===== src/rtl/pc_gen_multi.sv =====
// Fetch-PC register with prioritised redirect channels, predictor input and a one-entry pending-redirect buffer.
// One-cycle registered latency; hold freezes the PC while parking the best redirect, and fetch_ready stalls sequential advance.
module pc_gen_multi #(
    parameter int          NUM_SRC     = 4,
    parameter int          FETCH_WIDTH = 2,
    parameter logic [31:0] RESET_PC    = 32'hbfc0_0000,
    localparam int         SRCW        = $clog2(NUM_SRC + 1)
) (
    input  logic                     clk,
    input  logic                     resetn,
    input  logic [NUM_SRC-1:0]       redir_valid,
    input  logic [NUM_SRC*32-1:0]    redir_pc,
    input  logic                     pred_taken,
    input  logic [31:0]              pred_pc,
    input  logic                     hold,
    input  logic                     fetch_ready,
    output logic                     fetch_valid,
    output logic [31:0]              fetch_pc,
    output logic [FETCH_WIDTH-1:0]   fetch_mask,
    output logic [SRCW-1:0]          redir_src,
    output logic                     flush,
    output logic                     pc_misalign
);

    localparam logic [31:0] GROUP_BYTES = 32'(FETCH_WIDTH * 4);
    localparam logic [31:0] GROUP_MASK  = 32'(FETCH_WIDTH * 4 - 1);

    typedef enum logic {BOOT, RUN} state_t;

    state_t            state_q, state_d;
    logic              fetch_valid_q, fetch_valid_d;
    logic [31:0]       pc_q, pc_d;
    logic [SRCW-1:0]   src_q, src_d;
    logic              flush_q, flush_d;
    logic              pend_vld_q, pend_vld_d;
    logic [SRCW-1:0]   pend_idx_q, pend_idx_d;
    logic [31:0]       pend_pc_q, pend_pc_d;

    logic              redir_any;
    logic [SRCW-1:0]   sel_idx;
    logic [31:0]       sel_pc;
    logic [31:0]       seq_pc;
    logic [31:0]       slot_off;

    // Descending scan so the lowest-numbered active channel wins.
    always_comb begin
        redir_any = 1'b0;
        sel_idx   = '0;
        sel_pc    = '0;
        for (int i = NUM_SRC - 1; i >= 0; i--) begin
            if (redir_valid[i]) begin
                redir_any = 1'b1;
                sel_idx   = SRCW'(i);
                sel_pc    = redir_pc[32*i +: 32];
            end
        end
    end

    assign seq_pc = (pc_q & ~GROUP_MASK) + GROUP_BYTES;

    always_comb begin
        state_d       = state_q;
        fetch_valid_d = fetch_valid_q;
        pc_d          = pc_q;
        src_d         = src_q;
        flush_d       = 1'b0;
        pend_vld_d    = pend_vld_q;
        pend_idx_d    = pend_idx_q;
        pend_pc_d     = pend_pc_q;

        if (state_q == BOOT) begin
            state_d       = RUN;
            fetch_valid_d = 1'b1;
        end else if (hold) begin
            if (redir_any && (!pend_vld_q || sel_idx < pend_idx_q)) begin
                pend_vld_d = 1'b1;
                pend_idx_d = sel_idx;
                pend_pc_d  = sel_pc;
            end
        end else if (redir_any || pend_vld_q) begin
            // A redirect kills the current group, so fetch_ready is irrelevant here.
            if (redir_any && (!pend_vld_q || sel_idx <= pend_idx_q)) begin
                pc_d  = sel_pc;
                src_d = SRCW'(sel_idx + 1'b1);
            end else begin
                pc_d  = pend_pc_q;
                src_d = SRCW'(pend_idx_q + 1'b1);
            end
            flush_d    = 1'b1;
            pend_vld_d = 1'b0;
        end else if (fetch_ready) begin
            pc_d  = pred_taken ? pred_pc : seq_pc;
            src_d = '0;
        end
    end

    always_ff @(posedge clk or negedge resetn) begin
        if (!resetn) begin
            state_q       <= BOOT;
            fetch_valid_q <= 1'b0;
            pc_q          <= RESET_PC;
            src_q         <= '0;
            flush_q       <= 1'b0;
            pend_vld_q    <= 1'b0;
            pend_idx_q    <= '0;
            pend_pc_q     <= '0;
        end else begin
            state_q       <= state_d;
            fetch_valid_q <= fetch_valid_d;
            pc_q          <= pc_d;
            src_q         <= src_d;
            flush_q       <= flush_d;
            pend_vld_q    <= pend_vld_d;
            pend_idx_q    <= pend_idx_d;
            pend_pc_q     <= pend_pc_d;
        end
    end

    assign slot_off    = (pc_q >> 2) & 32'(FETCH_WIDTH - 1);
    assign pc_misalign = (pc_q[1:0] != 2'b00);

    always_comb begin
        fetch_mask = '0;
        for (int j = 0; j < FETCH_WIDTH; j++) begin
            if (pc_misalign)
                fetch_mask[j] = (32'(j) == slot_off);
            else
                fetch_mask[j] = (32'(j) >= slot_off);
        end
    end

    assign fetch_valid = fetch_valid_q;
    assign fetch_pc    = pc_q;
    assign redir_src   = src_q;
    assign flush       = flush_q;

endmodule


===== config.mk =====
export PLATFORM = sky130hd
export DESIGN_NAME = pc_gen_multi
export DESIGN_NICKNAME = d
export VERILOG_FILES = /design/src/rtl/pc_gen_multi.sv
export SDC_FILE = /design/constraint.sdc
export NUM_CORES = 1
export LEC_CHECK = 0
export CORE_UTILIZATION = 50
export DETAILED_ROUTE_END_ITERATION = 16
export DONT_BUFFER_PORTS = 1
export HOLD_SLACK_MARGIN = 0.1
export PLACE_DENSITY = 0.74
export SLEW_MARGIN = 40
export SYNTH_ARGS = -nofsm -noshare
export SYNTH_HDL_FRONTEND = slang
export SYNTH_SLANG_ARGS = --single-unit

===== constraint.sdc =====
create_clock -name clk -period 2.3 [get_ports clk]
set_clock_uncertainty 0.1 [all_clocks]
set_input_delay 0.345 -clock clk [delete_from_list [all_inputs] [get_ports clk]]
set_output_delay 0.345 -clock clk [all_outputs]
set_load 0.02 [all_outputs]

# == Word level (Yosys, flattened, before mapping) ==
# Cells that the tools add are included.
# op_classes
n_mux,27
magnitude_cmp,4
addsub,3
n_reduce_logical,13
n_eq_ne,1
n_bitwise,1
# ops
operator,count
32-bit two-way mux,8
"32-bit by 4-bit adder with 32-bit output, second input constant",1
32-bit zero test,1
3-bit two-way mux,5
1-bit two-way mux,12
3-bit AND reduction,3
"3-bit by 1-bit adder with 3-bit output, second input constant",2
2-bit nonzero test,3
2-bit two-way mux,2
3-bit less-or-equal comparator,1
1-bit logical OR,3
3-bit less-than comparator,1
"1-bit >= comparator, first input constant",2
1-bit logical AND,2
"2-bit by 1-bit != test with 1-bit output, second input constant",1
1-bit zero test,1
1-bit inverter,1
# word_totals
ff_bits,74
output_inout_bits,40

# == Longest topological paths before layout ==
# logic_depth
ltp_word,9
ltp_mapped,13

# == Least setup slack after synthesis ==
# No wires, ideal clock.
# synth_path
path_type,input to register
startpoint,input redir_valid[2]
endpoint,register src_q[1] (netlist: redir_src[1])
path_stages,13
setup_time_ns,0.121
arrival_time_ns,2.847
path_buffers,4
path_slack_ns,-0.768
t_required_ns,2.079
cell_sequence,buf_2 > clkbuf_1 > clkbuf_1 > nor2_1 > nor2_1 > ha_1 > nor2b_1 > o211a_1 > clkbuf_1 > or3_1 > nand2_1 > ha_1 > a22o_1
# synth_via
elab_chain_len,8
elab_cells_between_ends,15
# synth_rtl
element,line,source
"start, declared",11,"input logic [NUM_SRC-1:0] redir_valid,"
2-bit two-way mux (*),51,if (redir_valid[i]) begin
3-bit two-way mux (*) (2 in a row),51,
named net sel_idx[1],40,logic [SRCW-1:0] sel_idx;
3-bit less-or-equal comparator,82,if (redir_any && (!pend_vld_q || sel_idx <= pend_idx_q)) begin
1-bit logical OR,82,
1-bit logical AND,82,
3-bit two-way mux (*),82,
3-bit two-way mux (*),80,end else if (redir_any || pend_vld_q) begin
"end signal, assigned",111,src_q <= src_d;
"end, declared",33,"logic [SRCW-1:0] src_q, src_d;"
# Mark *: on every way through the listed nets, which the timed path passes. The rest lies on a longest branch.
# A chain may end at the register's enable or synchronous reset.

# == Worst setup path in the final report ==
# layout_path
startpoint,register pend_idx_q[0]
endpoint,register pc_q[15] (netlist: fetch_pc[15])
# layout_via
elab_chain_len,5
# layout_rtl
element,line,source
"start, declared",36,"logic [SRCW-1:0] pend_idx_q, pend_idx_d;"
"start signal, assigned",114,pend_idx_q <= pend_idx_d;
3-bit less-or-equal comparator,82,
1-bit logical OR,82,
1-bit logical AND,82,
32-bit two-way mux,82,
32-bit two-way mux,80,
"end signal, assigned",110,pc_q <= pc_d;
"end, declared",32,"logic [31:0] pc_q, pc_d;"
# Every way passes these cells.

==> summary.txt <==
Routing
  – Starting DRC count in detailed routing: 638
  – DR vias/cell: 7.09
  – Router iterations before antenna repair: 7
  – DR vias: 5470
  – Antenna-violating nets left: 0
  – DR DRC count: 0
  – Avg WL per Cell: 24.6 um
  – Total Wirelength: 19000 um

Layout
  – Layout cell share with drive strength beyond 1: 24.6%
  – Layout net count: 807
  – Area growth syn-to-layout: 17.9%
  – Fill cells: 860
  – ANT cells: 0
  – Post-route cell area: 6110 um^2

Synth
  – Area leader, netlist: dfrtp_1
  – Cell Area, Synth: 5180 um^2
  – Mapped Cells: 593
  – Synth cell count leaders: dfrtp_1, nand2_1, nor2_1
  – Post-Synth XOR/XNOR Area: 1.01%
  – Synth cell types: 71
  – EDFF count, synth: 0
  – Synth Area in Compound Gates: 30.1%
  – #FFs+latches synth: 73
  – Post-synthesis mux area share: 7.77%
  – Mean post-synth cell area: 8.74 um^2
  – Synth warn: 0
  – Async S/R FF share, synth: 100%
  – Synth area leaders: dfrtp_1, a221oi_1, mux2_2, dfstp_2, nand2_1
  – Syn nets: 766
  – Simple-gate portion of the synthesized area: 19.4%
  – Sequential area share after synthesis: 35.5%
  – Most frequent cell after synthesis: dfrtp_1
  – Top-area cell type share of the netlist area: 30.9%
  – Top_reg_cell synth: dfrtp_1
  – Synth Area in Adders: 0.965%
  – Largest family of logic cells by synthesized area: compound AO/OA/AOI/OAI gates

Worst setup path
  – Crit Path Max Fanout: 4
  – Reg-to-Reg Start: pend_idx_q[0]
  – Critical Path AT: 2.32 ns
  – Slowest CP cell: dfrtp_1
  – Worst reg2reg path endpoint: fetch_pc[15]
  – R2r worst-path depth: 7
  – Crit path kind: reg2reg
  – Crit-path cells: ha_1, nand2_1, o211a_1, nor4_1, buf_4, or2_2, o32a_1
  – CP Data Required Time: 2.44 ns
  – CP Capture Type: flop
  – R2R setup slack: 0.12 ns
  – CP Launch Type: flop
  – Max stage delay on crit path: 0.42 ns

Clock tree
  – Skew-Pair Late Insertion Delay: 0.35 ns
  – TritonCTS clock tree: yes
  – H-tree depth: 3
  – CTS root buf: clkbuf_8
  – Sink Count: 73
  – Clock transition at path regs: 0.08 ns
  – CTS Buffer Depth: 2
  – Inserted Clock Buffers: 9

Worst hold path
  – Hold Path Origin: pred_pc[20]
  – WHS Path Cells: 2
  – WHS Endpoint: fetch_pc[20]
  – Hold Path Class: in2reg

Floorplanning
  – Area of the core: 9910 um^2
  – Rows: 36
  – I/O pin total: 209
  – Die ar.: 10800 um^2
  – Chip Width: 104 um
  – Chip Height: 104 um
  – Starting density of the core: 52.3%

Flow run
  – # Max-Cap Violations: 0

Power
  – Psw: 2220 uW
  – Flop pwr share: 40.1%
  – Pwr dens: 892 nW/um^2
  – Gate power share: 41.0%
  – Leak pwr: 0.00244 uW
  – Net Sw Frac: 40.7%
  – Clock Power Share: 18.9%
  – Max VDD drop: 0.387 mV
  – Internal: 3230 uW

Global route
  – Grt total ovfl: 0
  – Number of global-route vias before repair: 5254
  – First-pass GRT wire length: 29600 um
  – GRT Total Usage: 35.2%
  – Largest net degree at the start of global routing: 74
  – Antenna violations before repair: 0

STA
  – RSZ-0062 raised after global routing: no
  – Post-route setup slack: 0.124 ns
  – Final Hold Fails: 0
  – Least-Margin Pin Slew: 0.706 ns
  – Fin crit share: 94.6%
  – Relative slew slack: 52.8%
  – Peak Freq: 460 MHz
  – Final Slew Violations: 0
  – # setup viols final: 0
  – Min Tclk post-route: 2.18 ns
  – Worst hold slack: 0.144 ns

Placement
  – I/O Buffers: 0
  – HPWL Detailed: 14500 um
  – Pre-CTS WS: -0.219 ns
  – DP Area: 5760 um^2
  – Placer congestion estimate: 0.928

Run status
  – Status: completed
## how the worst max path moves through the flow
| stage | from | endpoint |
|---|---|---|
| final | pend_idx_q[0] | fetch_pc[15] |
| after floorplan | redir_valid[0] | redir_src[1] |
| after CTS | pend_idx_q[1] | fetch_pc[14] |
| after detailed placement | redir_valid[0] | fetch_pc[14] |
| after global placement | redir_valid[0] | fetch_pc[4] |
| after global routing | fetch_pc[3] | fetch_pc[21] |
## power by group through the flow
stage / logic (uW) / clock network [uW] / registers, uW
4_1_cts: 2170 / 1030 / 2170
3_3_place_gp: 2050 / 0 / 2160
3_5_place_dp: 2110 / 0 / 2190
6_report: 2240 / 1030 / 2190
2_1_floorplan: 1240 / 0 / 2290
5_1_grt: 2400 / 1090 / 2240
## cell families after synthesis
group                      after synthesis
adders and majority gates                4
other                                    1
AOI/OAI and AO/OA                      211
DFF                                     73
and+or+nand+nor                        199
buffers and inverters                   62
xor gates and xnor gates                 6
muxes                                   37
## registers in the layout, indices dropped and copies added, names as in the netlist
name,flops
fetch_pc,32
fetch_valid,1
flush,1
pend_idx_q,2
pend_pc_q,32
pend_vld_q,1
redir_src,3
state_q,1
## final cells by class
cell class	instances	area [um^2]	share of cell area, %
clock inverters	6	68.8	1.13
repair buffers	80	683	11.2
multi-input cells	458	3180	52.1
inverters	12	45.0	0.737
flip-flops and latches	73	1840	30.1
well taps	133	166	2.72
clock buffers	10	128	2.09
## routing by layer
metal / global-route usage, % / up-vias / wire length (um)
met1: 48.3 / 2643 / 7860
met2: 54.7 / 381 / 8550
met3: 7.68 / 41 / 2030
met5: 0 / - / 0
met4: 12.4 / 0 / 532
li1: - / 2405 / -
## critical path, delay by kind of cell (launching register included)
kind	cells	cell delay [ns]
AND/OR/NAND/NOR	3	0.53
flip-flops	1	0.42
AO/OA/AOI/OAI	2	0.54
adder cells (fa/ha/maj)	1	0.30
buffers and inverters	1	0.17
## metrics by stage
step | power, uW | TNS (ns) | util, % | instances
finish | 5450 | 0 | 61.7 | 772
global placement | 4210 | -1.81 | 58.1 | 748
detailed placement | 4310 | -3.63 | 58.2 | 748
CTS | 5380 | 0 | 61.0 | 770
global route | 5730 | 0 | 61.7 | 772
floorplan | 3530 | -10.82 | - | 593
## placed cells by master, fill, tap and decap left out, types with 4 or more instances in the layout
master / count
nor4_1: 11
nor3_1: 7
o31ai_1: 14
buf_12: 4
clkinvlp_4: 4
o211ai_1: 7
o22ai_1: 31
a31oi_1: 6
nand3_1: 8
nand2_1: 59
nand2b_1: 6
a221oi_1: 42
o21ai_0: 27
nor2_1: 52
buf_4: 70
and3_1: 7
dlygate4sd3_1: 5
nor2_4: 4
mux2_2: 26
clkbuf_8: 9
mux2i_1: 11
a22oi_1: 8
dfrtp_1: 64
dfstp_2: 9
a221o_1: 4
a211oi_1: 9
nor2b_1: 5
inv_1: 9
nand4_1: 9
o221ai_1: 10
and2_1: 4
a21oi_1: 16
## repair_timing
| action | CTS | global route |
|---|---|---|
| hold endpoints to repair | 75 | 0 |
| pin swaps | 0 | 1 |
| endpoints found under the setup margin | 1 | 19 |
| buffers inserted | 0 | 2 |
| gates resized for setup | 1 | 10 |
| hold buffers | 6 | 0 |
Note: power is estimated with default switching activity, not from simulation.
